File: config.mk
export PLATFORM = sky130hd
export DESIGN_NAME = rs_queue_flat
export DESIGN_NICKNAME = d
export VERILOG_FILES = /design/src/rtl/rs_queue_if.sv /design/src/rtl/rs_queue.sv /design/src/flat_wrapper.sv
export SDC_FILE = /design/constraint.sdc
export NUM_CORES = 1
export LEC_CHECK = 0
export CAP_MARGIN = 20
export CORE_UTILIZATION = 25
export CTS_CLUSTER_DIAMETER = 80
export CTS_CLUSTER_SIZE = 12
export DETAILED_ROUTE_END_ITERATION = 16
export SETUP_SLACK_MARGIN = 0.02
export SYNTH_ARGS = -nofsm -noshare
export SYNTH_HDL_FRONTEND = slang
export SYNTH_SLANG_ARGS = --single-unit
export TNS_END_PERCENT = 10
File: constraint.sdc
create_clock -name clk -period 6.5 [get_ports clk]
set_input_delay 0.975 -clock clk [delete_from_list [all_inputs] [get_ports clk]]
set_output_delay 0.975 -clock clk [all_outputs]
set_load 0.005 [all_outputs]
File: src/rtl/rs_queue_if.sv
// Shared packet types and the alloc/wakeup/execute-facing bundle of the reservation station.
package rs_queue_pkg;
  typedef logic [5:0] t_prf_id;

  typedef struct packed {
    logic valid;
  } t_nuke_pkt;

  typedef struct packed {
    logic [7:0] uinstr;
    t_prf_id    psrc1;
    t_prf_id    psrc2;
    logic       psrc1_pend;
    logic       psrc2_pend;
    t_prf_id    pdst;
    logic [4:0] robid;
    logic [3:0] meta;
  } t_disp_pkt;
endpackage

interface rs_queue_if;
  rs_queue_pkg::t_nuke_pkt nuke_rb1;
  logic                    disp_valid_rs0;
  rs_queue_pkg::t_disp_pkt disp_pkt_rs0;
  logic                    rs_stall_rs0;
  logic                    wb_valid_ex0;
  rs_queue_pkg::t_prf_id   wb_pdst_ex0;
  logic                    ex_ready_rs1;
  logic                    issue_valid_rs1;
  rs_queue_pkg::t_disp_pkt issue_pkt_rs1;

  modport master (
    output nuke_rb1, disp_valid_rs0, disp_pkt_rs0, wb_valid_ex0, wb_pdst_ex0, ex_ready_rs1,
    input  rs_stall_rs0, issue_valid_rs1, issue_pkt_rs1
  );

  modport slave (
    input  nuke_rb1, disp_valid_rs0, disp_pkt_rs0, wb_valid_ex0, wb_pdst_ex0, ex_ready_rs1,
    output rs_stall_rs0, issue_valid_rs1, issue_pkt_rs1
  );
endinterface

File: src/rtl/rs_queue.sv
// Reservation station: holds dispatched uops until sources wake up, issues the oldest
// ready one per cycle into a single registered stage toward execute.
module rs_queue
  import rs_queue_pkg::*;
#(
  parameter int unsigned NUM_ENTRIES = 8,
  parameter int unsigned RESERVE     = 2
) (
  input logic       clk,
  input logic       reset,
  rs_queue_if.slave rs
);
  localparam int unsigned IdxW = (NUM_ENTRIES > 1) ? $clog2(NUM_ENTRIES) : 1;
  localparam int unsigned CntW = $clog2(NUM_ENTRIES + 1);

  logic [NUM_ENTRIES-1:0] valid_q, valid_d;
  logic [NUM_ENTRIES-1:0] src1_pend_q, src1_pend_d;
  logic [NUM_ENTRIES-1:0] src2_pend_q, src2_pend_d;
  // age_q[i][j] set means entry j is older than entry i
  logic [NUM_ENTRIES-1:0] age_q [NUM_ENTRIES];
  logic [NUM_ENTRIES-1:0] age_d [NUM_ENTRIES];
  t_disp_pkt              pkt_q [NUM_ENTRIES];
  logic [CntW-1:0]        free_cnt_q, free_cnt_d;
  logic                   issue_valid_q;
  t_disp_pkt              issue_pkt_q, sel_pkt;

  logic [NUM_ENTRIES-1:0] ready, sel_oh, issue_oh, alloc_oh;
  logic [IdxW-1:0]        sel_idx, alloc_idx;
  logic                   any_ready, any_free, load_en, do_issue, do_alloc;
  logic                   alloc_p1, alloc_p2;

  always_comb begin
    ready     = valid_q & ~src1_pend_q & ~src2_pend_q;
    any_ready = |ready;
    sel_oh    = '0;
    sel_idx   = '0;
    for (int i = 0; i < int'(NUM_ENTRIES); i++) begin
      sel_oh[i] = ready[i] & ~|(age_q[i] & ready);
      if (sel_oh[i]) sel_idx = IdxW'(i);
    end
    alloc_idx = '0;
    any_free  = 1'b0;
    for (int i = int'(NUM_ENTRIES) - 1; i >= 0; i--) begin
      if (!valid_q[i]) begin
        alloc_idx = IdxW'(i);
        any_free  = 1'b1;
      end
    end
    alloc_oh = any_free ? (NUM_ENTRIES'(1) << alloc_idx) : '0;
    load_en  = ~issue_valid_q | rs.ex_ready_rs1;
    do_issue = load_en & any_ready;
    do_alloc = rs.disp_valid_rs0 & any_free;
    issue_oh = do_issue ? sel_oh : '0;

    sel_pkt            = pkt_q[sel_idx];
    sel_pkt.psrc1_pend = 1'b0;
    sel_pkt.psrc2_pend = 1'b0;

    alloc_p1 = rs.disp_pkt_rs0.psrc1_pend &
               ~(rs.wb_valid_ex0 & (rs.wb_pdst_ex0 == rs.disp_pkt_rs0.psrc1));
    alloc_p2 = rs.disp_pkt_rs0.psrc2_pend &
               ~(rs.wb_valid_ex0 & (rs.wb_pdst_ex0 == rs.disp_pkt_rs0.psrc2));
  end

  always_comb begin
    valid_d = (valid_q & ~issue_oh) | (do_alloc ? alloc_oh : '0);
    for (int i = 0; i < int'(NUM_ENTRIES); i++) begin
      src1_pend_d[i] = src1_pend_q[i] &
                       ~(rs.wb_valid_ex0 & (pkt_q[i].psrc1 == rs.wb_pdst_ex0));
      src2_pend_d[i] = src2_pend_q[i] &
                       ~(rs.wb_valid_ex0 & (pkt_q[i].psrc2 == rs.wb_pdst_ex0));
      age_d[i]       = age_q[i] & ~issue_oh;
      if (do_alloc && alloc_oh[i]) begin
        src1_pend_d[i] = alloc_p1;
        src2_pend_d[i] = alloc_p2;
        age_d[i]       = valid_q & ~issue_oh;
      end
    end
    free_cnt_d = free_cnt_q + CntW'(do_issue) - CntW'(do_alloc);
  end

  always_ff @(posedge clk) begin
    if (reset || rs.nuke_rb1.valid) begin
      valid_q       <= '0;
      src1_pend_q   <= '0;
      src2_pend_q   <= '0;
      free_cnt_q    <= CntW'(NUM_ENTRIES);
      issue_valid_q <= 1'b0;
      for (int i = 0; i < int'(NUM_ENTRIES); i++) age_q[i] <= '0;
    end else begin
      valid_q     <= valid_d;
      src1_pend_q <= src1_pend_d;
      src2_pend_q <= src2_pend_d;
      free_cnt_q  <= free_cnt_d;
      for (int i = 0; i < int'(NUM_ENTRIES); i++) age_q[i] <= age_d[i];
      if (do_issue) begin
        issue_valid_q <= 1'b1;
      end else if (rs.ex_ready_rs1) begin
        issue_valid_q <= 1'b0;
      end
    end
  end

  // Payload storage needs no reset; occupancy is tracked by valid_q alone.
  always_ff @(posedge clk) begin
    if (do_alloc) pkt_q[alloc_idx] <= rs.disp_pkt_rs0;
    if (do_issue) issue_pkt_q <= sel_pkt;
  end

  assign rs.rs_stall_rs0    = (free_cnt_q <= CntW'(RESERVE));
  assign rs.issue_valid_rs1 = issue_valid_q;
  assign rs.issue_pkt_rs1   = issue_pkt_q;

  a_no_dispatch_when_full: assert property (@(posedge clk) disable iff (reset || rs.nuke_rb1.valid)
    rs.disp_valid_rs0 |-> any_free);
  a_free_cnt_range: assert property (@(posedge clk) disable iff (reset)
    free_cnt_q <= CntW'(NUM_ENTRIES));
  a_free_cnt_under: assert property (@(posedge clk) disable iff (reset || rs.nuke_rb1.valid)
    (do_alloc && !do_issue) |-> (free_cnt_q != '0));
  a_free_cnt_over: assert property (@(posedge clk) disable iff (reset || rs.nuke_rb1.valid)
    (do_issue && !do_alloc) |-> (free_cnt_q != CntW'(NUM_ENTRIES)));
endmodule
File: src/flat_wrapper.sv
// flat-port wrapper written by rule: the top's interface ports become plain ports
module rs_queue_flat import rs_queue_pkg::*;
#(
  parameter int unsigned NUM_ENTRIES = 8,
  parameter int unsigned RESERVE     = 2
)
  (clk, reset, rs_nuke_rb1, rs_disp_valid_rs0, rs_disp_pkt_rs0, rs_wb_valid_ex0, rs_wb_pdst_ex0, rs_ex_ready_rs1, rs_rs_stall_rs0, rs_issue_valid_rs1, rs_issue_pkt_rs1);
  rs_queue_if rs_i ();
  input logic clk;
  input logic reset;
  input wire logic [$bits(rs_i.nuke_rb1)-1:0] rs_nuke_rb1;
  input wire logic [$bits(rs_i.disp_valid_rs0)-1:0] rs_disp_valid_rs0;
  input wire logic [$bits(rs_i.disp_pkt_rs0)-1:0] rs_disp_pkt_rs0;
  input wire logic [$bits(rs_i.wb_valid_ex0)-1:0] rs_wb_valid_ex0;
  input wire logic [$bits(rs_i.wb_pdst_ex0)-1:0] rs_wb_pdst_ex0;
  input wire logic [$bits(rs_i.ex_ready_rs1)-1:0] rs_ex_ready_rs1;
  output wire logic [$bits(rs_i.rs_stall_rs0)-1:0] rs_rs_stall_rs0;
  output wire logic [$bits(rs_i.issue_valid_rs1)-1:0] rs_issue_valid_rs1;
  output wire logic [$bits(rs_i.issue_pkt_rs1)-1:0] rs_issue_pkt_rs1;
  assign rs_i.nuke_rb1 = rs_nuke_rb1;
  assign rs_i.disp_valid_rs0 = rs_disp_valid_rs0;
  assign rs_i.disp_pkt_rs0 = rs_disp_pkt_rs0;
  assign rs_i.wb_valid_ex0 = rs_wb_valid_ex0;
  assign rs_i.wb_pdst_ex0 = rs_wb_pdst_ex0;
  assign rs_i.ex_ready_rs1 = rs_ex_ready_rs1;
  assign rs_rs_stall_rs0 = rs_i.rs_stall_rs0;
  assign rs_issue_valid_rs1 = rs_i.issue_valid_rs1;
  assign rs_issue_pkt_rs1 = rs_i.issue_pkt_rs1;
  rs_queue #(.NUM_ENTRIES(NUM_ENTRIES), .RESERVE(RESERVE)) u_core (.clk(clk), .reset(reset), .rs(rs_i));
endmodule
## Yosys cells after proc, flatten, opt, wreduce, memory -nomap -nowiden

Memories as Yosys holds them, arrays and structs flattened. A register that Yosys moved wholly into a read port is not among the register bits.
Index checks and enable logic that the tools add are counted.

| cells by class | value |
|---|---|
| $add $sub $neg | 2 |
| magnitude comparators | 1 |
| equal/unequal tests | 18 |
| shifts and indexed selects | 1 |
| mux-type cells | 65 |
| bitwise operators | 97 |
| reduce and logical (&&, ||, !) cells | 27 |

Operators with widths:

| cell | number |
|---|---|
| 8-bit bitwise AND | 19 |
| 8-bit 2-to-1 mux | 19 |
| 6-bit equality test | 18 |
| 8-bit OR reduction | 9 |
| 1-bit bitwise AND | 46 |
| 3-bit 2-to-1 mux | 12 |
| 1-bit 2-to-1 mux | 32 |
| 8-bit inverter | 3 |
| 1-bit inverter | 19 |
| 1-bit OR | 9 |
| 1-bit logical AND | 8 |
| 1-bit zero test | 8 |
| 8-bit OR | 1 |
| 1-bit by 3-bit << shifter with 8-bit output (first input constant) | 1 |
| 4-bit by 1-bit adder with 4-bit output | 1 |
| 4-bit by 2-bit less-or-equal comparator with 1-bit output (second input constant) | 1 |
| 2-bit 2-to-1 mux | 2 |
| 4-bit by 1-bit subtractor with 4-bit output | 1 |
| 2-bit nonzero test | 1 |
| 1-bit logical OR | 1 |

| word-level totals | value |
|---|---|
| register bits after elaboration | 29 |
| memory bits (writable) | 360 |
| input bits | 49 |
| logic and storage cells | 218 |
| memories | 2 |

Memory list:

| name | words | bits a word | rd ports | clocked after memory_dff | wr ports | RTL line | RTL |
|---|---|---|---|---|---|---|---|
| u_core.pkt_q | 8 | 37 | 9 | 1 | 1 | rs_queue.sv:22 | `t_disp_pkt pkt_q [NUM_ENTRIES];` |
| u_core.age_q | 8 | 8 | 8 | 0 | 8 | rs_queue.sv:20 | `logic [NUM_ENTRIES-1:0] age_q [NUM_ENTRIES];` |

## Depth between registers and ports, before layout

Gate-level depths: netlist of run 1.

| depth | value |
|---|---|
| depth after elaboration | 14 |
| gate-level depth with buffers | 11 |
| gate-level depth less buffers | 9 |

## Worst setup path after synthesis of run 1

OpenSTA, ideal clock, no wires.

| path | value |
|---|---|
| kind | input port to flip-flop |
| from | input port rs_ex_ready_rs1 |
| to | register u_core.free_cnt_q[1] |
| library setup time | 0.115 ns |
| arrival time | 3.275 ns |
| setup slack | 3.110 ns |
| stages | 6 |
| buffers on the path | 1 |
| cells stage by stage | nand2b_1 > nor2b_1 > clkbuf_1 > ha_1 > fa_1 > and2_1 |

| between the ends | value |
|---|---|
| word-level cells in the longest chain between the ends | 4 |

Ends and longest elaborated chain:

| item | RTL line | RTL |
|---|---|---|
| start, declared | flat_wrapper.sv:16 | `input wire logic [$bits(rs_i.ex_ready_rs1)-1:0] rs_ex_ready_rs1;` |
| 1-bit OR | rs_queue.sv:50 | `load_en = ~issue_valid_q \| rs.ex_ready_rs1;` |
| 1-bit bitwise AND | rs_queue.sv:51 | `do_issue = load_en & any_ready;` |
| net u_core.do_issue | rs_queue.sv:29 | `logic any_ready, any_free, load_en, do_issue, do_alloc;` |
| 4-bit by 1-bit adder with 4-bit output | rs_queue.sv:79 | `free_cnt_d = free_cnt_q + CntW'(do_issue) - CntW'(do_alloc);` |
| 4-bit by 1-bit subtractor with 4-bit output | rs_queue.sv:79 |  |
| net u_core.free_cnt_d[1] | rs_queue.sv:23 | `logic [CntW-1:0] free_cnt_q, free_cnt_d;` |
| end signal, assigned | rs_queue.sv:87 | `free_cnt_q <= CntW'(NUM_ENTRIES);` |
| end signal, assigned | rs_queue.sv:94 | `free_cnt_q <= free_cnt_d;` |
| end, declared | rs_queue.sv:23 |  |

The timed path passes the listed nets, and every way through them passes these cells.
A chain may end at the register's enable or synchronous reset.

## Worst setup path after layout of run 1

| path | value |
|---|---|
| from | register u_core.valid_q[6] |
| to | register u_core.rs.issue_pkt_rs1[23] (netlist name) |

| between the ends | value |
|---|---|
| word-level cells in the longest chain between the ends | 13 |
| elaborated cells on any way between the ends | 39 |
| those cells by class | mux: 7; bitwise: 17; reduce/logical: 15 |

Ends and longest elaborated chain:

| item | RTL line | RTL |
|---|---|---|
| start, declared | rs_queue.sv:16 | `logic [NUM_ENTRIES-1:0] valid_q, valid_d;` |
| start signal, assigned | rs_queue.sv:91 | `valid_q <= valid_d;` |
| 8-bit bitwise AND (*) (2 in a row) | rs_queue.sv:33 | `ready = valid_q & ~src1_pend_q & ~src2_pend_q;` |
| 8-bit bitwise AND | rs_queue.sv:38 | `sel_oh[i] = ready[i] & ~\|(age_q[i] & ready);` |
| 8-bit OR reduction | rs_queue.sv:38 |  |
| 1-bit zero test | rs_queue.sv:38 |  |
| 1-bit bitwise AND | rs_queue.sv:38 |  |
| 1-bit 2-to-1 mux | rs_queue.sv:39 | `if (sel_oh[i]) sel_idx = IdxW'(i);` |
| 2-bit 2-to-1 mux (2 in a row) | rs_queue.sv:39 |  |
| 3-bit 2-to-1 mux (4 in a row) | rs_queue.sv:39 |  |

Every way passes the cells marked *; elsewhere a longest branch is shown, timed or not.

==> impl_metrics.yaml, run 1 <==
layout:
  seqCellArea_sq_um: 11320
  final_cell_area_sq_um: 21950
  nFillCells: 7584
  syn_to_final_growth_pct: 14.92
  drive_gt1_share_pct: 10.47
  multi_input_area_sq_um: 7142
  finalNetCount: 1686
placed_design:
  globalplace.congestion: 0.9094
  placed_area_sq_um: 20810
  dp_hpwl_um: 33490
  io_buffers: 85
cts:
  cts_tree: "built"
  clkSlewWorstSetupHoldPaths_ps: 60
  h-tree-depth: 2
  hold_buffers: 0
  cts_resized: 0
  cts_sinks: 408
  post_cts_buffers: 0
  cts_root_buf: "clkbuf_16"
  cts_buffer_depth: 3
  insertion_delay_ps: 580
  cts_buffers: 40
job:
  drv_cap: 0
synth:
  synth_area_sq_um: 19100
  synthTopCellsByArea: "edfxtp_1, dfxtp_1, a21oi_1, xnor2_1, nand2_1"
  async_flop_share_pct: 0
  yosysSeqAreaShare_pct: 59.28
  synth_largest_area_cell: "edfxtp_1"
  syn_inst: 1613
  netlist-cell-type-count: 62
  synth-main-ff-cell: "edfxtp_1"
  synth_edf_count: 315
  yosysWarnings: 0
  netlist.area_leader.share_pct: 49.53
  ys_ff_latch: 408
  syn_area_per_cell_sq_um: 11.84
pwr:
  p_int_mw: 4.113
  power_density_nw_per_um2: 240.8
  seqPwrFrac_pct: 54.1
  p_comb_share_pct: 5.3
  p_total_mw: 5.286
  swShare_pct: 22.19
  p_switching_mw: 1.173
  p_leak_nw: 7.671
  ir_drop_mv: 0.1693
  power_frac_clock_pct: 40.6
setup_path:
  r2r_cells: 8
  critPathLaunchType: "flop"
  required_ps: 6890
  cp.arrival_ps: 4850
  worstSetupEndpointType: "flop"
  crit_type: "reg2reg"
  worstPathMaxFanout: 99
drt:
  wl_per_cell_um: 21.17
  viasPerCell: 5.086
  drt_iter0_markers: 1203
  ant_nets: 0
  drc: 0
  wirelength_um: 55540
  vias: 13340
  detail_route.first_pass.iterations: 7
sta:
  rsz0062_at_grt: "false"
  timing.slew.headroom_pct: 23.31
  skew_ps: 18.90
  timing.fmax_mhz: 224.5
  hold_viol: 0
  fin_setup_tns_ps: 0
  period_needed_ps: 4454
  fin_hold_ws_ps: 434.7
  slew_violations: 0
  tightest_slew_ps: 1121
  period_share_pct: 68.53
  setup_violations: 0
global_route:
  overflow: 0
  grt_start_max_net_pins: 100
  antenna_found_initial: 10
  grt_pass1_vias: 13220
  track_usage_pct: 14.07
  grt_pass1_wl_um: 82740
floorplan:
  dieArea_sq_um: 77500
  fp-row-count: 100
  start_util_pct: 25.44
  die_y_um: 278.4
  die-width_um: 278.4
  core_sq_um: 75070
  ioPinCount: 88
min_path:
  hp-class: "reg2reg"
  holdPathStages: 2
outcome:
  status: "finished clean"
-- routing by layer --
| metal | GRT usage (%) | vias to the layer above | routed length [um] |
|---|---|---|---|
| li1 | - | 6080 | - |
| met1 | 17.82 | 6687 | 23170 |
| met2 | 23.62 | 465 | 26840 |
| met3 | 3.140 | 94 | 4026 |
| met4 | 4.618 | 14 | 1425 |
| met5 | 0 | - | 85 |
-- synthesized netlist by cell type, types with 35 or more instances --
library cell	instances
clkbuf_1	80
nand2_1	151
o2111ai_1	35
o21ai_1	65
xor2_1	36
a21oi_1	152
nor2_1	90
nand3_1	112
dfxtp_1	93
buf_2	38
and3_1	73
edfxtp_1	315
xnor2_1	74
o211a_1	36
-- worst max-delay path, stage by stage, from the launching register on --
cell	delay, ps
dfxtp_1	430
nor3b_1	270
a2111oi_0	1020
and4_1	460
a211o_4	450
buf_4	830
and3_1	280
o21ai_1	90
a32oi_2	280
-- cell families after synthesis --
logic type	count (synthesis)	synth area share, %
AOI/OAI and AO/OA	378	14.62
xor gates and xnor gates	110	5.045
adders and majority gates	6	0.4324
buffers and inverters	152	3.715
DFF	408	59.28
muxes	42	3.040
other	1	0.01964
and+or+nand+nor	516	13.85
-- layout make-up --
cell class | instances | share of cell area [%]
flip-flops and latches | 408 | 51.58
multi-input cells | 1054 | 32.54
well taps | 969 | 5.524
repair buffers | 116 | 4.994
clock buffers | 59 | 4.885
clock inverters | 5 | 0.2793
inverters | 11 | 0.1881
diodes | 1 | 0.01140
-- stage by stage --
step                setup WS, ps  instances  util [%]
floorplan                   3110       1614         -
global route                1871       2623     29.24
finish                      2046       2623     29.24
detailed placement          2177       2558     27.72
global placement            2105       2557     27.70
CTS                         2180       2622     29.23
-- final timing paths --
kind                                          from                     endpoint  slack [ps]
worst max-delay path             u_core.valid_q[6]  u_core.rs.issue_pkt_rs1[23]        2050
worst min-delay path            u_core.age_q[0][0]           u_core.age_q[0][0]         430
worst max register to register   u_core.valid_q[6]  u_core.rs.issue_pkt_rs1[23]        2050
worst min register to register  u_core.age_q[0][0]           u_core.age_q[0][0]         430
-- registers in the layout, summed over array words and instances, names as in the netlist --
| register | cells |
|---|---|
| u_core.src2_pend_q | 8 |
| u_core.free_cnt_q | 4 |
| u_core.age_q | 64 |
| u_core.rs.issue_pkt_rs1 | 35 |
| u_core.src1_pend_q | 8 |
| u_core.valid_q | 8 |
| u_core.rs.issue_valid_rs1 | 1 |
| u_core.pkt_q | 280 |
-- cell usage in the layout, fill, tap and decap left out, drive strengths merged, types with 5 or more instances in the layout --
cell	netlist	final
o211a	36	36
edfxtp	315	315
mux2	35	35
nor4bb	17	17
and3	73	73
buf	60	31
clkdlybuf4s50	0	85
o21ai	75	75
and4	6	6
nor3b	13	13
inv	10	14
xnor2	74	74
nor2	91	91
nand2	151	151
o211ai	9	9
nand4	27	27
o2111ai	35	35
mux2i	7	7
ha	5	5
a21oi	152	152
o41ai	8	8
a32oi	35	35
a22oi	10	10
nor2b	5	5
dfxtp	93	93
clkbuf	81	59
nand3	112	112
xor2	36	36
a2111oi	7	7
-- power by group through the flow --
stage / combinational (mW) / clock, mW / sequential [mW]
floorplan: 0.149 / 0 / 2.91
global placement: 0.275 / 0 / 2.92
detailed placement: 0.280 / 0 / 2.92
CTS: 0.281 / 2.19 / 2.86
global route: 0.300 / 2.27 / 2.86
finish: 0.279 / 2.15 / 2.86
Note: power is estimated with default switching activity, not from simulation.
==> run 2, diff against run 1 <==
==> constraint.sdc (replaced) <==
create_clock -name clk -period 4.4 [get_ports clk]
set_input_delay 0.66 -clock clk [delete_from_list [all_inputs] [get_ports clk]]
set_output_delay 0.66 -clock clk [all_outputs]
set_load 0.005 [all_outputs]
==> impl_metrics.yaml, run 2 (synthesis gave the netlist of run 1 again) <==
cts:
  post_cts_buffers: 0
  cts_buffers: 39
  cts_sinks: 408
  cts_tree: "built"
  insertion_delay_ps: 580
  clkSlewWorstSetupHoldPaths_ps: 70
  cts_root_buf: "clkbuf_16"
  h-tree-depth: 2
  cts_buffer_depth: 3
  cts_resized: 0
  hold_buffers: 0
setup_path:
  cp.arrival_ps: 4100
  crit_path_top_delay_cell: "nor3b_2"
  crit_type: "reg2reg"
  rr_endpoint: "u_core.rs.issue_pkt_rs1[8]"
  endpoint: "u_core.rs.issue_pkt_rs1[8]"
  crit_cells: 8
  required_ps: 4820
  startpoint: "u_core.valid_q[2]"
  cpPeakStageDelay_ps: 650
  reg2reg_slack_ps: 720
  worstSetupEndpointType: "flop"
  r2r-start: "u_core.valid_q[2]"
  cp_num_buf_inv: 1
  critPathLaunchType: "flop"
  cp_cell_sequence: "nor3b_2 > a22oi_1 > and4_1 > a211o_4 > o21ai_4 > buf_4 > mux2_2 > a32oi_2"
  worstPathMaxFanout: 30
  cp_top_family: "compound AO/OA/AOI/OAI gates"
  r2r_cells: 8
drt:
  detail_route.first_pass.iterations: 6
  viasPerCell: 5.067
  ant_nets: 0
  met2_length_um: 28460
  dr.max_layer_used: "met5"
  drt_iter0_markers: 1275
  vias: 13390
  wirelength_um: 58060
  wl_per_cell_um: 21.98
  wl_met1_um: 24530
  drc: 0
  wl_met3_um: 3687
global_route:
  grt_pass1_vias: 13450
  grt_pass1_wl_um: 86960
  overflow: 0
  track_usage_pct: 14.75
  grt_start_max_net_pins: 113
  antenna_found_initial: 7
floorplan:
  ioPinCount: 88
  fp-row-count: 100
  dieArea_sq_um: 77500
  die-width_um: 278.4
  die_y_um: 278.4
  start_util_pct: 25.44
  core_sq_um: 75070
pwr:
  p_total_mw: 7.857
  p_leak_nw: 7.804
  ir_drop_mv: 0.2295
  power_density_nw_per_um2: 353.4
sta:
  skew_ps: 22.25
  period_needed_ps: 3681
  period_share_pct: 83.66
  setup_violations: 0
  rsz0062_at_grt: "false"
  hold_viol: 0
  timing.slew.headroom_pct: 36.51
  tightest_slew_ps: 952.3
  timing.fmax_mhz: 271.7
  slew_violations: 0
  fin_setup_tns_ps: 0
layout:
  drive_gt1_share_pct: 11.06
  layout_common_cells: "edfxtp_1, a21oi_1, nand2_1"
  largest_register: "u_core.pkt_q"
  final_common_cell: "edfxtp_1"
  syn_to_final_growth_pct: 16.41
  finalNetCount: 1700
  largest_reg_flops: 280
  utilization_pct: 29.62
outcome:
  status: "finished clean"
placed_design:
  io_buffers: 85
  globalplace.congestion: 0.8857
  dp_hpwl_um: 35630
job:
  drv_cap: 0
min_path:
  hp-class: "reg2reg"
[run 2: worst reg2reg max path, stage by stage, from the launching register on]
cell and delay [ps]:
dfxtp_1 520, nor3b_2 650, a22oi_1 320, and4_1 410
a211o_4 460, o21ai_4 130, buf_4 430, mux2_2 430
a32oi_2 180
[run 2: per-layer routing]
layer  vias up  global-route usage (%)
li1       6113                       -
met1      6745                   18.66
met2       420                   25.12
met3        94                   3.089
met4        14                   4.434
met5         -                       0
[run 2: per-stage QoR]
step                std cells  worst slack (ps)  hold slack (ps)  instance area [sq um]
floorplan                1614              1100            404.5                  19100
global placement         2573             794.7            421.8                  21090
detailed placement       2573             776.0            420.9                  21090
CTS                      2641             769.3            433.1                  22230
global route             2641             586.1            457.1                  22230
finish                   2642             719.0            436.7                  22230
[run 2: layout make-up]
type / count / area (sq um)
Sequential cell: 408 / 11320
Fill cell: 7597 / 52840
Antenna cell: 1 / 2.502
Timing Repair Buffer: 131 / 1371
Multi-Input combinational cell: 1054 / 7141
Tap cell: 969 / 1212
Clock inverter: 1 / 20.02
Inverter: 11 / 41.29
Clock buffer: 67 / 1124
[run 2: power by group]
group	internal [mW]	leakage (nW)	switching [mW]	total, mW
Combinational	0.183	3.64	0.243	0.426
Sequential	4.20	3.62	0.0245	4.22
Clock	1.74	0.546	1.47	3.21
[run 2: worst min path at each step]
stage                  startpoint                  to  slack, ps  depth (start not counted)
2_1_floorplan  u_core.age_q[0][0]  u_core.age_q[0][0]        400                          2
3_3_place_gp   u_core.age_q[0][9]  u_core.age_q[0][9]        420                          2
3_5_place_dp   u_core.age_q[0][0]  u_core.age_q[0][0]        420                          2
4_1_cts        u_core.age_q[0][0]  u_core.age_q[0][0]        430                          2
5_1_grt        u_core.age_q[0][9]  u_core.age_q[0][9]        460                          2
6_report       u_core.age_q[0][0]  u_core.age_q[0][0]        440                          2
